## src/rtl/rv32m_muldiv_unit.sv

```systemverilog
// RV32M multiply/divide unit: iterative shift-add multiplier and restoring
// divider sharing one operand datapath, one bit per cycle, tagged result
// handshake with flush support and single-cycle fast paths for divide by zero
// and signed divide overflow.
module rv32m_muldiv_unit #(
  parameter int XLEN  = 32,
  parameter int TAG_W = 5
) (
  input  logic             clk_i,
  input  logic             rst_i,
  input  logic             valid_i,
  output logic             ready_o,
  input  logic [2:0]       op_i,
  input  logic [XLEN-1:0]  a_i,
  input  logic [XLEN-1:0]  b_i,
  input  logic [TAG_W-1:0] tag_i,
  input  logic             flush_i,
  output logic             valid_o,
  input  logic             ready_i,
  output logic [XLEN-1:0]  result_o,
  output logic [TAG_W-1:0] tag_o,
  output logic             busy_o
);

  localparam int CNT_W = $clog2(XLEN);
  localparam logic [CNT_W-1:0] LAST_CNT = CNT_W'(XLEN - 1);
  localparam logic [XLEN-1:0]  MIN_NEG  = {1'b1, {(XLEN-1){1'b0}}};

  typedef enum logic [1:0] {
    S_IDLE = 2'd0,
    S_CALC = 2'd1,
    S_DONE = 2'd2
  } state_t;

  state_t r_state;
  state_t w_state_next;

  // Operation context captured at acceptance
  logic [2:0]       r_op;
  logic [TAG_W-1:0] r_tag;
  logic             r_neg_q;   // negate product / quotient at the end
  logic             r_neg_r;   // negate remainder at the end (dividend sign)
  logic [CNT_W-1:0] r_cnt;

  // Shared iteration registers:
  //   multiply: {r_hi, r_lo} is the partial product, r_lo initially holds the
  //             multiplier magnitude, r_mag_b is the multiplicand magnitude.
  //   divide:   r_hi is the partial remainder, r_lo shifts the dividend out
  //             and the quotient in, r_mag_b is the divisor magnitude.
  logic [XLEN-1:0]  r_hi;
  logic [XLEN-1:0]  r_lo;
  logic [XLEN-1:0]  r_mag_b;
  logic [XLEN-1:0]  r_result;

  // ---------------- request decode ----------------
  logic            w_accept;
  logic            w_in_div;
  logic            w_in_sdiv;
  logic            w_a_signed;
  logic            w_b_signed;
  logic            w_a_neg;
  logic            w_b_neg;
  logic            w_b_zero;
  logic            w_ovf;
  logic            w_fast;
  logic [XLEN-1:0] w_fast_result;
  logic [XLEN-1:0] w_mag_a;
  logic [XLEN-1:0] w_mag_b;

  assign w_accept   = valid_i && (r_state == S_IDLE) && !flush_i;
  assign w_in_div   = op_i[2];
  assign w_in_sdiv  = op_i[2] & ~op_i[0];           // DIV, REM
  assign w_a_signed = w_in_div ? w_in_sdiv : ((op_i == 3'd1) || (op_i == 3'd2));
  assign w_b_signed = w_in_div ? w_in_sdiv : (op_i == 3'd1);
  assign w_a_neg    = w_a_signed & a_i[XLEN-1];
  assign w_b_neg    = w_b_signed & b_i[XLEN-1];
  assign w_mag_a    = w_a_neg ? -a_i : a_i;
  assign w_mag_b    = w_b_neg ? -b_i : b_i;
  assign w_b_zero   = (b_i == '0);
  assign w_ovf      = w_in_sdiv && (a_i == MIN_NEG) && (b_i == '1);
  assign w_fast     = w_in_div && (w_b_zero || w_ovf);

  // Fast-path results; op_i[1] selects remainder over quotient
  always_comb begin
    w_fast_result = '0;
    if (w_b_zero) begin
      w_fast_result = op_i[1] ? a_i : '1;
    end else if (w_ovf) begin
      w_fast_result = op_i[1] ? '0 : a_i;
    end
  end

  // ---------------- iteration step ----------------
  logic [XLEN:0]     w_madd;
  logic [2*XLEN-1:0] w_prod;
  logic [2*XLEN-1:0] w_prod_fix;
  logic [XLEN:0]     w_rsh;
  logic              w_div_ok;
  logic [XLEN-1:0]   w_sub;
  logic [XLEN-1:0]   w_rem_step;
  logic [XLEN-1:0]   w_quo_step;
  logic [XLEN-1:0]   w_rem_fix;
  logic [XLEN-1:0]   w_quo_fix;
  logic [XLEN-1:0]   w_hi_next;
  logic [XLEN-1:0]   w_lo_next;
  logic [XLEN-1:0]   w_final;

  // Multiply: add multiplicand into the high half when the multiplier LSB is
  // set, then shift the whole product right by one.
  assign w_madd     = {1'b0, r_hi} + (r_lo[0] ? {1'b0, r_mag_b} : {(XLEN+1){1'b0}});
  assign w_prod     = {w_madd, r_lo[XLEN-1:1]};
  assign w_prod_fix = r_neg_q ? -w_prod : w_prod;

  // Divide: shift in the next dividend bit, subtract the divisor if it fits.
  // The difference is always below the divisor, so XLEN bits suffice.
  assign w_rsh      = {r_hi, r_lo[XLEN-1]};
  assign w_div_ok   = (w_rsh >= {1'b0, r_mag_b});
  assign w_sub      = w_rsh[XLEN-1:0] - r_mag_b;
  assign w_rem_step = w_div_ok ? w_sub : w_rsh[XLEN-1:0];
  assign w_quo_step = {r_lo[XLEN-2:0], w_div_ok};
  assign w_quo_fix  = r_neg_q ? -w_quo_step : w_quo_step;
  assign w_rem_fix  = r_neg_r ? -w_rem_step : w_rem_step;

  assign w_hi_next  = r_op[2] ? w_rem_step : w_prod[2*XLEN-1:XLEN];
  assign w_lo_next  = r_op[2] ? w_quo_step : w_prod[XLEN-1:0];

  // Result selection from the final iteration, sign-corrected
  always_comb begin
    w_final = '0;
    case (r_op)
      3'd0:                w_final = w_prod_fix[XLEN-1:0];
      3'd1, 3'd2, 3'd3:    w_final = w_prod_fix[2*XLEN-1:XLEN];
      3'd4, 3'd5:          w_final = w_quo_fix;
      default:             w_final = w_rem_fix;
    endcase
  end

  // ---------------- FSM ----------------
  // State register
  always_ff @(posedge clk_i) begin
    if (rst_i) begin
      r_state <= S_IDLE;
    end else begin
      r_state <= w_state_next;
    end
  end

  // Next-state decode; flush beats result acceptance
  always_comb begin
    w_state_next = r_state;
    case (r_state)
      S_IDLE: begin
        if (w_accept) begin
          w_state_next = w_fast ? S_DONE : S_CALC;
        end
      end
      S_CALC: begin
        if (flush_i) begin
          w_state_next = S_IDLE;
        end else if (r_cnt == LAST_CNT) begin
          w_state_next = S_DONE;
        end
      end
      S_DONE: begin
        if (flush_i || ready_i) begin
          w_state_next = S_IDLE;
        end
      end
      default: w_state_next = S_IDLE;
    endcase
  end

  // Datapath: capture on acceptance, one iteration per CALC cycle
  always_ff @(posedge clk_i) begin
    if (rst_i) begin
      r_op     <= '0;
      r_tag    <= '0;
      r_neg_q  <= 1'b0;
      r_neg_r  <= 1'b0;
      r_cnt    <= '0;
      r_hi     <= '0;
      r_lo     <= '0;
      r_mag_b  <= '0;
      r_result <= '0;
    end else begin
      case (r_state)
        S_IDLE: begin
          if (w_accept) begin
            r_op     <= op_i;
            r_tag    <= tag_i;
            r_neg_q  <= w_a_neg ^ w_b_neg;
            r_neg_r  <= w_a_neg;
            r_cnt    <= '0;
            r_hi     <= '0;
            r_lo     <= w_mag_a;
            r_mag_b  <= w_mag_b;
            r_result <= w_fast ? w_fast_result : '0;
          end
        end
        S_CALC: begin
          r_cnt <= r_cnt + CNT_W'(1);
          r_hi  <= w_hi_next;
          r_lo  <= w_lo_next;
          if (r_cnt == LAST_CNT) begin
            r_result <= w_final;
          end
        end
        default: begin
        end
      endcase
    end
  end

  // ---------------- outputs ----------------
  assign ready_o  = (r_state == S_IDLE);
  assign valid_o  = (r_state == S_DONE);
  assign busy_o   = (r_state != S_IDLE);
  assign result_o = valid_o ? r_result : '0;
  assign tag_o    = valid_o ? r_tag : '0;

endmodule

```

## config.mk

```make
export PLATFORM = sky130hd
export DESIGN_NAME = rv32m_muldiv_unit
export DESIGN_NICKNAME = d
export VERILOG_FILES = /design/src/rtl/rv32m_muldiv_unit.sv
export SDC_FILE = /design/constraint.sdc
export NUM_CORES = 1
export LEC_CHECK = 0
export BUFFER_PORTS_ARGS = -buffer_cell sky130_fd_sc_hd__buf_4
export CORE_MARGIN = 4
export CORE_UTILIZATION = 45
export CTS_BUF_LIST = sky130_fd_sc_hd__clkbuf_2
export DETAILED_ROUTE_END_ITERATION = 12
export GPL_TIMING_DRIVEN = 1
export PLACE_DENSITY = 0.66
export SLEW_MARGIN = 20
export SYNTH_ARGS = -nofsm -noshare
export SYNTH_HDL_FRONTEND = slang
export SYNTH_SLANG_ARGS = --single-unit
```

## constraint.sdc

```tcl
create_clock -name clk_i -period 12.55 [get_ports clk_i]
set_clock_uncertainty 0.2 [all_clocks]
set_input_delay 2.51 -clock clk_i [delete_from_list [all_inputs] [get_ports clk_i]]
set_output_delay 2.51 -clock clk_i [all_outputs]
set_load 0.01 [all_outputs]
```

==> flow_metrics.tcl <==
set metrics [dict create \
    run_status "complete, no violations" \
    multi_input_area_um2 13100 \
    port_buffers 116 \
    syn_area_um2 16900 \
    clock_sinks 145 \
    worstSetupEndpointType "register" \
    rr_worst_depth 19 \
    syn_to_final_growth_pct 6.62 \
    finalSetupViolations 0 \
    syn_inst 2451 \
    worst_slack_ns 6.31 \
    fin_cells 2923 \
    place_congestion 0.985 \
    num_io_pins 117 \
    ff_latch_area_um2 2910 \
    clk_pin_slew_ns 0.31 \
    cp.required_ns 13.24 \
    wirelength_um 71900 \
    synth_top_area_share 0.171 \
    peakVddDrop_uv 56.2 \
    hold_viol 0 \
    core_area_um2 36900 \
    dr.pass1.iters 8 \
    timing.slew.headroom 0.258 \
    yosys_warnings 0 \
    antenna_found_initial 2 \
    grt_pass1_wl_um 108000 \
    min_path_type "reg -> reg" \
    slew_violations 0 \
    period_share 0.497 \
    wl_per_cell_um 24.6 \
    pwr_density_cell_nw_per_um2 83.4 \
    slowest_delay_ns 0.64 \
    syn_area_per_cell_um2 6.91 \
    die_width_um 202 \
    rows 70 \
    min_period_ns 6.24 \
    holdBufCountCts 0 \
    grt_overflow 0 \
    dp_cells 2890 \
    dpl.hpwl_um 54500 \
    fin_setup_tns_ns 0 \
    cts_buffers 17 \
    fp.dieH_um 202 \
    maxCapViolCount 0 \
    placed_area_um2 17800 \
    syn-num-nets 2602 \
    synth.distinct_cells 99 \
    hold_path_depth 2 \
    grt_max_degree 86 \
    ys_seq_area_frac 0.171 \
    slowest_stage "dfxtp_1" \
    start_kind "register" \
    drcViolationCount 0 \
    worst_pin_slew_ns 1.11 \
    path_cells "ha_1 -> and3_1 -> or4b_1 -> nor3_2 -> a31o_2 -> a211o_2 -> buf_4 -> mux2i_1 -> ha_1 -> nor2b_1 -> nand4_1 -> or2_2 -> a2111oi_0 -> a41oi_1 -> o31ai_1 -> xor2_1 -> o32a_1 -> a21oi_1 -> nor3_1" \
    synth_commonest_cells "nor2_1 (290), nand2_1 (226), o21ai_0 (176)" \
    rsz0062_at_grt "false" \
    ant_nets 0 \
    drt_iter0_markers 2564 \
    cts_tree "yes" \
    synth_edf_count 0 \
    clock_latency_ns 0.97 \
    worstSetupPathType "reg -> reg" \
    vias_per_cell 6.64 \
    path_max_fanout 48 \
    track_usage 0.334 \
    cts_max_level 4 \
    layout-drive-gt1-share 0.0935 \
    fmax_mhz 160 \
    vias 19400 \
    root_buffer "clkbuf_2" \
    cts_resized 0 \
    fin_area_um2 18100 \
    leakage_uw 0.00675 \
    n_fill_cell 3802 \
    post_cts_buffers 0 \
    synthTopCellsByArea "dfxtp_1 (17%), nor2_1 (6.4%), xnor2_1 (5.4%)" \
    yosys.area.top_type "dfxtp_1" \
    die-area_um2 40800 \
    start_util 0.460 \
    async_flop_share 0 \
    finalPower_uw 1510 \
    synth-seq-cells 145 \
    synth.most_common_cell "nor2_1" \
    final_net_count 2556 \
    first_global_vias 17800 \
    ys.flop_type "dfxtp_1" \
    clockBufferDepth 2 \
    arrival_ns 6.93 \
    dp_slack_ns 6.36 \
    critPathMostFrequentCell "ha_1" \
]
## path summary, 6_finish.rpt
| check | startpoint | to | slack, ns |
|---|---|---|---|
| worst max-delay path | r_hi[11]$_SDFFE_PP0P_ | r_result[16]$_SDFFE_PP0P_ | 6.31 |
| worst min-delay path | r_tag[4]$_SDFFE_PP0P_ | r_tag[4]$_SDFFE_PP0P_ | 0.27 |
| worst max register to register | r_hi[11]$_SDFFE_PP0P_ | r_result[16]$_SDFFE_PP0P_ | 6.31 |
| worst min register to register | r_tag[4]$_SDFFE_PP0P_ | r_tag[4]$_SDFFE_PP0P_ | 0.27 |
## flip-flops by register name, indices dropped and copies added (netlist names)
signal / cells
r_state: 2
r_cnt: 5
r_lo: 32
r_op: 3
r_tag: 5
r_mag_b: 32
r_neg_r: 1
r_result: 32
r_neg_q: 1
r_hi: 32
## worst max-delay path, delay by kind of cell (launching register included)
family / cells / cell delay [ns]
flip-flops: 1 / 0.64
adder cells (fa/ha/maj): 2 / 0.71
multiplexers: 1 / 0.36
XOR/XNOR: 1 / 0.21
AO/OA/AOI/OAI: 7 / 1.67
buffers and inverters: 1 / 0.49
AND/OR/NAND/NOR: 7 / 1.85
## power by group
| group | total [uW] | internal, uW | leakage [uW] | switching, uW |
|---|---|---|---|---|
| Sequential | 527 | 488 | 0.00119 | 39.1 |
| Combinational | 669 | 226 | 0.00542 | 443 |
| Clock | 311 | 95.3 | 0.000141 | 216 |
| Total | 1510 | 810 | 0.00675 | 698 |
## cell type report
| cell class | count | area share |
|---|---|---|
| diodes | 1 | 0.000138 |
| inverters | 59 | 0.0123 |
| clock inverters | 12 | 0.00755 |
| well taps | 504 | 0.0349 |
| multi-input cells | 2048 | 0.723 |
| repair buffers | 134 | 0.0557 |
| flip-flops and latches | 145 | 0.161 |
| clock buffers | 20 | 0.00554 |
## cells in the final DEF, fill, tap and decap left out, types with 14 or more instances in the layout
cell type / n
a211oi_1: 118
a21o_1: 28
a21oi_1: 172
a311oi_1: 23
a31oi_1: 36
and2_1: 57
and3_1: 20
buf_4: 134
clkbuf_2: 20
dfxtp_1: 143
ha_1: 72
inv_1: 58
mux2i_1: 45
nand2_1: 225
nand2b_1: 16
nand3_1: 57
nand4_1: 35
nor2_1: 288
nor3_1: 57
nor4_1: 26
o211ai_1: 31
o21a_1: 21
o21ai_0: 176
o22ai_1: 16
o31ai_1: 36
o41ai_1: 17
or2_2: 14
or3_1: 38
xnor2_1: 104
xor2_1: 99
## through the flow
step | hold WS, ns | util
after detailed placement | 0.245 | 0.483
after floorplan | 0.229 | -
final | 0.266 | 0.490
after global routing | 0.296 | 0.490
after global placement | 0.237 | 0.483
after CTS | 0.271 | 0.490
## metal layers
| metal | track usage | wire length [um] | share of wire | vias to the layer above |
|---|---|---|---|---|
| met1 | 0.432 | 29100 | 0.40 | 9286 |
| met4 | 0.219 | 5440 | 0.076 | 2 |
| met3 | 0.0598 | 5890 | 0.082 | 217 |
| met2 | 0.510 | 31400 | 0.44 | 999 |
| met5 | 0 | 13 | 0.00018 | - |
| li1 | - | - | - | 8917 |
## cells by family after synthesis
logic type               synth area share
AND/OR/NAND/NOR                     0.260
flip-flops                          0.171
XOR/XNOR                            0.105
adder cells (fa/ha/maj)            0.0555
buffers and inverters              0.0603
multiplexers                       0.0286
AO/OA/AOI/OAI                       0.319
Power figures use the tool's default switching activity.
